--- config.mk ---
export PLATFORM = sky130hd
export DESIGN_NAME = dcache_flat
export DESIGN_NICKNAME = d
export VERILOG_FILES = /design/src/rtl/dcache_pkg.sv /design/src/rtl/dcache_if.sv /design/src/rtl/dcache_array.sv /design/src/rtl/dcache.sv /design/src/flat_wrapper.sv
export SDC_FILE = /design/constraint.sdc
export NUM_CORES = 2
export LEC_CHECK = 0
export CORE_MARGIN = 8
export CORE_UTILIZATION = 25
export CTS_CLUSTER_DIAMETER = 50
export CTS_CLUSTER_SIZE = 12
export DETAILED_ROUTE_END_ITERATION = 16
export GPL_ROUTABILITY_DRIVEN = 0
export PLACE_DENSITY_LB_ADDON = 0.25
export SLEW_MARGIN = 20
export SYNTH_ARGS = -nofsm -noshare
export SYNTH_HDL_FRONTEND = slang
export SYNTH_SLANG_ARGS = --single-unit
--- constraint.sdc ---
create_clock -name clk -period 14.3 [get_ports clk]
set_input_delay 3.575 -clock clk [delete_from_list [all_inputs] [get_ports clk]]
set_output_delay 3.575 -clock clk [all_outputs]
set_load 0.02 [all_outputs]
--- src/rtl/dcache_pkg.sv ---
// dcache_pkg: FSM state type, word size and address-split width helpers for dcache.
package dcache_pkg;
  localparam int WORD_W = 32;
  typedef enum logic [1:0] {IDLE, REFILL, WRITE, RESPOND} state_e;
  function automatic int off_w(input int line_words);
    return $clog2(line_words);
  endfunction
  function automatic int idx_w(input int lines);
    return $clog2(lines);
  endfunction
  function automatic int tag_w(input int lines, input int line_words);
    return WORD_W - 2 - $clog2(lines) - $clog2(line_words);
  endfunction
endpackage

--- src/rtl/dcache_if.sv ---
// dcache_if: core M-stage request/response plus single-word backing-memory handshake.
interface dcache_if;
  import dcache_pkg::*;
  logic              MemReadM;
  logic              MemWriteM;
  logic [WORD_W-1:0] ALUResult;
  logic [WORD_W-1:0] WriteData;
  logic [WORD_W-1:0] ReadData;
  logic              StallM;
  logic              mem_req;
  logic              mem_we;
  logic [WORD_W-1:0] mem_addr;
  logic [WORD_W-1:0] mem_wdata;
  logic [WORD_W-1:0] mem_rdata;
  logic              mem_ack;
  modport slave (
    input  MemReadM, MemWriteM, ALUResult, WriteData, mem_rdata, mem_ack,
    output ReadData, StallM, mem_req, mem_we, mem_addr, mem_wdata
  );
  modport master (
    output MemReadM, MemWriteM, ALUResult, WriteData, mem_rdata, mem_ack,
    input  ReadData, StallM, mem_req, mem_we, mem_addr, mem_wdata
  );
endinterface

--- src/rtl/dcache_array.sv ---
// dcache_array: tag/valid/data storage with one combinational read port and one word write port.
module dcache_array import dcache_pkg::*; #(
  parameter int LINES = 16,
  parameter int LINE_WORDS = 4,
  localparam int OW = off_w(LINE_WORDS),
  localparam int IW = idx_w(LINES),
  localparam int TW = tag_w(LINES, LINE_WORDS)
) (
  input  logic              clk,
  input  logic              reset,
  input  logic [IW-1:0]     rd_idx,
  input  logic [OW-1:0]     rd_off,
  output logic [WORD_W-1:0] rd_data,
  output logic [TW-1:0]     rd_tag,
  output logic              rd_valid,
  input  logic              we,
  input  logic [IW-1:0]     w_idx,
  input  logic [OW-1:0]     w_off,
  input  logic [WORD_W-1:0] w_data,
  input  logic              tv_we,
  input  logic [TW-1:0]     tv_tag,
  input  logic              tv_valid
);
  logic [WORD_W-1:0] data_q [LINES][LINE_WORDS];
  logic [TW-1:0]     tag_q [LINES];
  logic [LINES-1:0]  valid_q;
  assign rd_data  = data_q[rd_idx][rd_off];
  assign rd_tag   = tag_q[rd_idx];
  assign rd_valid = valid_q[rd_idx];
  always_ff @(posedge clk)
    if (we) data_q[w_idx][w_off] <= w_data;
  always_ff @(posedge clk)
    if (tv_we) tag_q[w_idx] <= tv_tag;
  always_ff @(posedge clk)
    if (!reset) valid_q <= '0;
    else if (tv_we) valid_q[w_idx] <= tv_valid;
endmodule

--- src/rtl/dcache.sv ---
// dcache: direct-mapped write-through read-allocate data cache with refill/write-through FSM.
// Define DCACHE_PERF_EN to add the HitCount/MissCount ports and counters.
module dcache import dcache_pkg::*; #(
  parameter int LINES = 16,
  parameter int LINE_WORDS = 4
) (
  input  logic              clk,
  input  logic              reset,
  dcache_if.slave           bus
`ifdef DCACHE_PERF_EN
  ,
  output logic [WORD_W-1:0] HitCount,
  output logic [WORD_W-1:0] MissCount
`endif
);
  localparam int OW = off_w(LINE_WORDS);
  localparam int IW = idx_w(LINES);
  localparam int TW = tag_w(LINES, LINE_WORDS);
  state_e            state_q, state_d;
  logic [OW-1:0]     cnt_q, cnt_d, w_off;
  logic [OW-1:0]     off;
  logic [IW-1:0]     idx;
  logic [TW-1:0]     tag, rd_tag;
  logic [WORD_W-1:0] rd_data, w_data;
  logic              rd_valid, hit, stall, we, tv_we, tv_valid;
  assign off = bus.ALUResult[2 +: OW];
  assign idx = bus.ALUResult[2 + OW +: IW];
  assign tag = bus.ALUResult[WORD_W-1 -: TW];
  assign hit = rd_valid && rd_tag == tag;
  assign bus.ReadData = rd_data;
  assign bus.StallM = stall && reset;
  dcache_array #(.LINES(LINES), .LINE_WORDS(LINE_WORDS)) u_array (
    .clk(clk), .reset(reset),
    .rd_idx(idx), .rd_off(off), .rd_data(rd_data), .rd_tag(rd_tag), .rd_valid(rd_valid),
    .we(we), .w_idx(idx), .w_off(w_off), .w_data(w_data),
    .tv_we(tv_we), .tv_tag(tag), .tv_valid(tv_valid)
  );
  always_ff @(posedge clk)
    if (!reset) begin
      state_q <= IDLE;
      cnt_q   <= '0;
    end else begin
      state_q <= state_d;
      cnt_q   <= cnt_d;
    end
  always_comb begin
    state_d       = state_q;
    cnt_d         = cnt_q;
    stall         = 1'b0;
    we            = 1'b0;
    w_off         = off;
    w_data        = bus.WriteData;
    tv_we         = 1'b0;
    tv_valid      = 1'b0;
    bus.mem_req   = 1'b0;
    bus.mem_we    = 1'b0;
    bus.mem_addr  = '0;
    bus.mem_wdata = '0;
    case (state_q)
      IDLE: begin
        stall   = (bus.MemReadM && !hit) || bus.MemWriteM;
        state_d = bus.MemReadM && !hit ? REFILL : bus.MemWriteM ? WRITE : IDLE;
        cnt_d   = bus.MemReadM && !hit ? '0 : cnt_q;
        tv_we   = bus.MemReadM && !hit;
      end
      REFILL: begin
        stall        = 1'b1;
        bus.mem_req  = 1'b1;
        bus.mem_addr = {tag, idx, cnt_q, 2'b00};
        we           = bus.mem_ack;
        w_off        = cnt_q;
        w_data       = bus.mem_rdata;
        cnt_d        = bus.mem_ack ? cnt_q + OW'(1) : cnt_q;
        tv_we        = bus.mem_ack && &cnt_q;
        tv_valid     = 1'b1;
        state_d      = bus.mem_ack && &cnt_q ? RESPOND : REFILL;
      end
      WRITE: begin
        stall         = 1'b1;
        bus.mem_req   = 1'b1;
        bus.mem_we    = 1'b1;
        bus.mem_addr  = {bus.ALUResult[WORD_W-1:2], 2'b00};
        bus.mem_wdata = bus.WriteData;
        we            = bus.mem_ack && hit;
        state_d       = bus.mem_ack ? RESPOND : WRITE;
      end
      RESPOND: state_d = IDLE;
    endcase
  end
`ifdef DCACHE_PERF_EN
  logic [WORD_W-1:0] hit_cnt_q, miss_cnt_q;
  logic              rd_idle;
  assign rd_idle = state_q == IDLE && bus.MemReadM;
  always_ff @(posedge clk)
    if (!reset) begin
      hit_cnt_q  <= '0;
      miss_cnt_q <= '0;
    end else begin
      hit_cnt_q  <= hit_cnt_q + WORD_W'(rd_idle && hit);
      miss_cnt_q <= miss_cnt_q + WORD_W'(rd_idle && !hit);
    end
  assign HitCount  = hit_cnt_q;
  assign MissCount = miss_cnt_q;
`endif
endmodule

--- src/flat_wrapper.sv ---
// flat-port wrapper written by rule: the top's interface ports become plain ports
module dcache_flat import dcache_pkg::*;
#(
  parameter int LINES = 16,
  parameter int LINE_WORDS = 4
)
  (clk, reset, bus_MemReadM, bus_MemWriteM, bus_ALUResult, bus_WriteData, bus_mem_rdata, bus_mem_ack, bus_ReadData, bus_StallM, bus_mem_req, bus_mem_we, bus_mem_addr, bus_mem_wdata);
  dcache_if bus_i ();
  input  logic clk;
  input  logic reset;
  input wire logic [$bits(bus_i.MemReadM)-1:0] bus_MemReadM;
  input wire logic [$bits(bus_i.MemWriteM)-1:0] bus_MemWriteM;
  input wire logic [$bits(bus_i.ALUResult)-1:0] bus_ALUResult;
  input wire logic [$bits(bus_i.WriteData)-1:0] bus_WriteData;
  input wire logic [$bits(bus_i.mem_rdata)-1:0] bus_mem_rdata;
  input wire logic [$bits(bus_i.mem_ack)-1:0] bus_mem_ack;
  output wire logic [$bits(bus_i.ReadData)-1:0] bus_ReadData;
  output wire logic [$bits(bus_i.StallM)-1:0] bus_StallM;
  output wire logic [$bits(bus_i.mem_req)-1:0] bus_mem_req;
  output wire logic [$bits(bus_i.mem_we)-1:0] bus_mem_we;
  output wire logic [$bits(bus_i.mem_addr)-1:0] bus_mem_addr;
  output wire logic [$bits(bus_i.mem_wdata)-1:0] bus_mem_wdata;
  assign bus_i.MemReadM = bus_MemReadM;
  assign bus_i.MemWriteM = bus_MemWriteM;
  assign bus_i.ALUResult = bus_ALUResult;
  assign bus_i.WriteData = bus_WriteData;
  assign bus_i.mem_rdata = bus_mem_rdata;
  assign bus_i.mem_ack = bus_mem_ack;
  assign bus_ReadData = bus_i.ReadData;
  assign bus_StallM = bus_i.StallM;
  assign bus_mem_req = bus_i.mem_req;
  assign bus_mem_we = bus_i.mem_we;
  assign bus_mem_addr = bus_i.mem_addr;
  assign bus_mem_wdata = bus_i.mem_wdata;
  dcache #(.LINES(LINES), .LINE_WORDS(LINE_WORDS)) u_core (.clk(clk), .reset(reset), .bus(bus_i));
endmodule
---- Word level (Yosys, flattened, before mapping) ----
Memory sizes are Yosys's and may differ from the RTL's.
Index checks and enable logic that the tools add are counted.
storage, ports and cells
  output and inout port bits .............. 99
  memory bits (read-only) ................. 0
  memories ................................ 2
  memory bits (writable) .................. 2,432
  register bits after elaboration ......... 20
  logic and storage cells ................. 65
  bits in latches ......................... 0
  input port bits ......................... 101
memory list
  name                   words  bits a word  read ports  clocked after memory_dff  wr ports  RTL line            source
  u_core.u_array.data_q  16     128          1           0                         1         dcache_array.sv:24  logic [WORD_W-1:0] data_q [LINES][LINE_WORDS];
  u_core.u_array.tag_q   16     24           1           0                         1         dcache_array.sv:25  logic [TW-1:0] tag_q [LINES];
cells by class
  divide/modulo/power cells ............... 0
  reductions and logical operators ........ 14
  equality and inequality tests ........... 6
  $mul .................................... 0
  $lt $le $gt $ge ......................... 5
  shift operators ......................... 0
  add/sub/neg operators ................... 1
  mux-type cells .......................... 32
  bitwise logic cells ..................... 2
operators by type and width
  cell                                                                           number
  32-bit 2-to-1 mux                                                              5
  128-bit 2-to-1 mux                                                             1
  32-bit binary-select mux with 2-bit select                                     1
  32-bit demux with 2-bit select                                                 1
  32-bit case mux with 2 select lines                                            1
  24-bit == test                                                                 1
  16-bit bitwise mux                                                             1
  2-bit 2-to-1 mux                                                               6
  1-bit 2-to-1 mux                                                               9
  2-bit case mux with 4 select lines                                             1
  1-bit logical AND                                                              7
  3-bit >= comparator (second input constant)                                    2
  2-bit inverter with 3-bit output                                               2
  1-bit case mux with 2 select lines                                             3
  4-bit by 5-bit less-than comparator with 1-bit output (second input constant)  1
  1-bit binary-select mux with 4-bit select                                      1
  1-bit demux with 4-bit select                                                  1
  2-bit == test (second input constant)                                          2
  4-bit by 1-bit >= comparator with 1-bit output (second input constant)         1
  2-bit case mux with 2 select lines                                             1
  3-bit by 1-bit less-than comparator with 1-bit output (second input constant)  1
  3-bit AND reduction                                                            1
  2-bit by 1-bit adder with 2-bit output (second input constant)                 1
  2-bit by 1-bit == test with 1-bit output (second input constant)               1
  other kinds (8)                                                                8

---- Longest topological paths before layout ----
  depth in word-level cells ............... 8
  depth in mapped cells ................... 16
  depth with buffers taken out ............ 9

---- Hierarchy ----
A second synthesis with hierarchy kept.
unflattened totals
  cells, all modules ...................... 4,113
  area total of the unflattened synthesis .. 94,415.6 sq um
modules (own cells, without submodules)
  module        area each (sq um)  cells each  instances  seq. area each (sq um)
  dcache_array  92,986.7           3,924       1          73,350.3
  dcache        1,428.9            189         1          80.1

---- Least setup slack after synthesis ----
OpenSTA, ideal clock, no wires.
  path type ............................... input port to output port
  start ................................... input port bus_ALUResult[5]
  end ..................................... output port bus_StallM
  arrival time ............................ 6.576 ns
  buffers on the path ..................... 6
  required time ........................... 10.725 ns
  setup slack ............................. 4.149 ns
  stages .................................. 12
  cell sequence ........................... buf_6 -> buf_12 -> buf_6 -> buf_6 -> buf_4 -> buf_2 -> mux4_2 -> nand2_1 -> a21oi_1 -> o2111ai_1 -> o21ai_1 -> a2111oi_0
between the ends
  longest elaborated chain between the ends .. 8
  elaborated cells on any way between the ends .. 10
  those cells by class .................... eq/ne (1); mux (3); reduce/logical (5); memory (1)
ends and longest elaborated chain
  what                                                                             RTL line                          source
  start, declared                                                                  flat_wrapper.sv:13                input wire logic [$bits(bus_i.ALUResult)-1:0] bus_ALUResult;
  memory 16 x 24 bit or 1-bit binary-select mux with 4-bit select (tied branches)  --
  24-bit == test or 1-bit 2-to-1 mux (tied branches)                               dcache.sv:29, dcache_array.sv:29
  1-bit logical AND (*)                                                            dcache.sv:29                      assign hit = rd_valid && rd_tag == tag;
  1-bit zero test (*)                                                              dcache.sv:61                      stall = (bus.MemReadM && !hit) || bus.MemWriteM;
  1-bit logical AND (*)                                                            dcache.sv:61
  1-bit logical OR (*)                                                             dcache.sv:61
  1-bit case mux with 2 select lines (*)                                           dcache.sv:59                      case (state_q)
  1-bit logical AND (*)                                                            dcache.sv:31                      assign bus.StallM = stall && reset;
  end, declared                                                                    flat_wrapper.sv:18                output wire logic [$bits(bus_i.StallM)-1:0] bus_StallM;
Mark *: on every way between the ends. The rest lies on a longest branch, timed or not. The select of a mux whose other input is x is not followed.

---- Final worst setup path ----
  start ................................... input port bus_ALUResult[7]
  end ..................................... output port bus_StallM
The elaborated chain is that of the path after synthesis.

==> results.tsv <==
stage	metric	value	unit
power_and_ir_drop	max-vdd-ir-drop	81.8	uV
yosys	synth_area_per_cell	24.0	um^2
yosys	synth_top_family_by_area	multiplexers	
drt	drtAntennaViolNets	0	
worst_setup_path	critical_path.n_buffers_inverters	4	
worst_setup_path	largest_driver_fanout_on_the_critical_path	56	
yosys	syn_area	0.0953	mm^2
timing	final_min_period_over_clock_period	82.9	%
yosys	synth-adder-area-share	0.0656	%
cts	clkTransAtPathRegs	0.06	ns
grt	largest_net_degree_at_the_start_of_global_routing	129	
drt	post_route_wl	283000	um
timing	slew_viol_final	0	
yosys	synth_xor_area_share	0.193	%
grt	initial_antenna_violation_count	14	
timing	finClkSkew	0.0680	ns
timing	report.final.hold_viol_count	0	
yosys	synth.lib_cells_used.distinct	71	
yosys	synth-edff-count	2432	
power_and_ir_drop	pleak	34.7	nW
finish	post_route_cells_drive_above_1_share	31.5	%
timing	tns	0	ns
drt	total_number_of_vias	44684	
yosys	synth_compound_area_share	1.06	%
worst_setup_path	worst_path_largest_cell_delay	0.77	ns
worst_setup_path	largest_delay_contributor_family_on_the_critical_path	buffers and inverters	
power_and_ir_drop	power.density_cell_area	146	mW/mm^2
die	initial_utilization	25.1	%
drt	drt_pass1_iterations	6	
timing	tightest_slew	1.13	ns
yosys	synth_seq_area_share	77.0	%
grt	track_usage	13.7	%
die	die_w	634	um
worst_setup_path	rrSetupSlack	9.12	ns
worst_setup_path	crit_arrival	8.28	ns
placed_design	portBuffers	195	
finish	layout.cells.most_common	sky130_fd_sc_hd__edfxtp_1	
die	core_area	0.379	mm^2
worst_setup_path	slowest_cell_on_crit_path	sky130_fd_sc_hd__buf_4	
finish	register_area	0.0734	mm^2
cts	ctsResizeCount	0	
cts	cts_root_buf	sky130_fd_sc_hd__clkbuf_16	
min_path	holdCritPathClass	register to register	
grt	first_global_vias	46984	
worst_setup_path	cp_common_cell	sky130_fd_sc_hd__buf_4	
yosys	synth_ff_type	sky130_fd_sc_hd__edfxtp_1	
drt	drt-initial-drc-count	4979	
yosys	share_of_async_settable_or_async_resettable_flops_after_synthesis	0	%
min_path	timing.hold.worst_path_depth	2	
worst_setup_path	worstReg2RegStart	u_core.u_array.tag_q[15][8]	
drt	post_drt_wl_per_cell	29.5	um
worst_setup_path	ff2ff_path_depth	10	
yosys	synthesis.yosys.warnings	0	
grt	grt_overflow_total	0	
placed_design	dp_hpwl	141000	um
timing	final.min_clock_period	11.85	ns
finish	finalCoreUtilization	29.9	%
timing	grt_setup_unrepaired	no	
grt	grt_first_pass_wirelength	388000	um
finish	num-nets-final	4502	
yosys	synth-seq-cells	2452	
finish	multi_input_gate_area	0.0213	mm^2
worst_setup_path	rr_endpoint	u_core.u_array.data_q[2][19]	
cts	clock_sinks	2452	
cts	tritoncts_clock_tree	yes	
worst_setup_path	critPathLaunch	bus_ALUResult[7]	
job	cap_viol_max_count	0	
yosys	yosys.area_share.simple	1.29	%
cts	worst_skew_pair.late_latency	0.86	ns
min_path	hold_path_end	u_core.u_array.valid_q[13]	
die	design.die.area	0.401	mm^2
finish	most-common-layout-cells	sky130_fd_sc_hd__edfxtp_1, sky130_fd_sc_hd__mux4_2, sky130_fd_sc_hd__clkbuf_16	
worst_setup_path	crit_path_launch_type	input port	
timing	timing.final.setup_violations	0	
cts	cts-hold-fix-buffers	0	
cts	postCtsSetupRepairBufs	0	
worst_setup_path	critical_path.cell_chain	buf_4 > buf_4 > and2_1 > a22oi_1 > a21oi_1 > o2111ai_1 > o32ai_1 > nand4_2 > o21ai_1 > a2111oi_1 > buf_4 > clkdlybuf4s50_1	
timing	timing.slew.headroom	24.1	%
drt	routed_via_density	4.66	
die	die_height	634	um
worst_setup_path	cp_data_required_time	10.72	ns
min_path	hold_start	u_core.u_array.valid_q[13]	
cts	cts_max_level	5	
worst_setup_path	worstSetupEndpointType	output pin	
finish	area_growth_syn_to_layout	19.1	%
cts	clock_path_buffers	4	
finish	fillerInstances	36478	
yosys	post_synth_mux_area_share	19.1	%
status	outcome	completed	
drt	drt_drc_violations_left	0	
die	num_ports	200	
yosys	synthesis.instances	3979	
cts	tritoncts.num_buffers	294	
timing	fmaxAchievable	0.0844	GHz
worst_setup_path	criticalPathCategory	input port to output pin	
die	num_rows	226	
==> power by group <==
group	switching, mW	internal [mW]
registers	0.00686	8.16
logic	0.793	0.410
clock network	2.95	4.30
total	3.75	12.9
==> sequential cells by signal, indices dropped and copies added (netlist names) <==
name,cells
u_core.state_q,2
u_core.u_array.data_q,2048
u_core.u_array.valid_q,16
u_core.cnt_q,2
u_core.u_array.tag_q,384
==> layout make-up <==
class / instances / share of cell area (%)
sequential: 2452 / 64.7
multi-input combinational: 1280 / 18.8
clock buffer: 326 / 6.68
tap: 5016 / 5.53
timing repair buffer: 335 / 2.77
clock inverter: 140 / 1.45
inverter: 33 / 0.116
antenna: 1 / 0.00220
==> Yosys cell counts (all sizes together) (3+ instances only) <==
cell type,instances,area [um^2]
edfxtp,2432,73000
mux4,742,16700
buf,108,639
clkbuf,107,402
mux2i,98,981
nor2,85,319
and2,64,400
nand2,59,221
mux2,48,541
inv,33,124
dfxtp,20,400
o21bai,16,221
o21ai,15,90.1
a22o,14,123
a22oi,11,82.6
xnor2,11,96.3
xor2,10,87.6
a221oi,9,85.1
o22ai,8,50.1
a21oi,6,30.0
nor3,6,30.0
nor4,6,56.3
ha,5,62.6
nand3,5,25.0
nor2b,5,31.3
nand2b,4,25.0
o211ai,4,30.0
a32o,3,30.0
and3,3,18.8
o2bb2ai,3,26.3
o31ai,3,22.5
or3,3,18.8
==> kinds of logic after synthesis <==
| group | Yosys count |
|---|---|
| flops | 2452 |
| mux | 888 |
| simple gates | 249 |
| buf+inv | 248 |
| compound gates | 115 |
| xor+xnor | 21 |
| fa+ha+maj | 5 |
| other cells | 1 |
==> through the flow <==
| step | power (mW) | std cells | worst slack [ns] | instance area (um^2) | hold WS (ns) |
|---|---|---|---|---|---|
| 6_report | 16.6 | 9583 | 2.45 | 114000 | 0.462 |
| 2_1_floorplan | 9.00 | 3980 | 4.15 | 95300 | 0.435 |
| 4_1_cts | 16.8 | 9582 | 2.30 | 113000 | 0.462 |
| 5_1_grt | 17.1 | 9582 | 2.09 | 114000 | 0.482 |
| 3_5_place_dp | 9.55 | 9116 | 2.34 | 104000 | 0.455 |
| 3_3_place_gp | 9.52 | 9116 | 2.28 | 104000 | 0.449 |
==> tightest hold or removal path, delay by kind of cell, from the launching register on <==
family / cells / cell delay [ns]
flops: 1 / 0.31
simple gates: 1 / 0.05
mux: 1 / 0.06
==> routing by layer <==
metal	vias up	wire length, um	global-route usage (%)
met5	-	27	0
met1	24874	121000	18.6
met2	1465	141000	23.4
met3	389	14400	1.85
li1	17952	-	-
met4	4	6790	3.30
==> how the worst max path moves through the flow <==
stage	to	slack, ns	cells past startpoint
5_1_grt	bus_StallM	2.09	12
6_report	bus_StallM	2.45	12
2_1_floorplan	bus_StallM	4.15	12
3_5_place_dp	bus_StallM	2.34	12
3_3_place_gp	bus_StallM	2.28	12
4_1_cts	bus_StallM	2.30	12
Note: power is estimated with default switching activity, not from simulation.
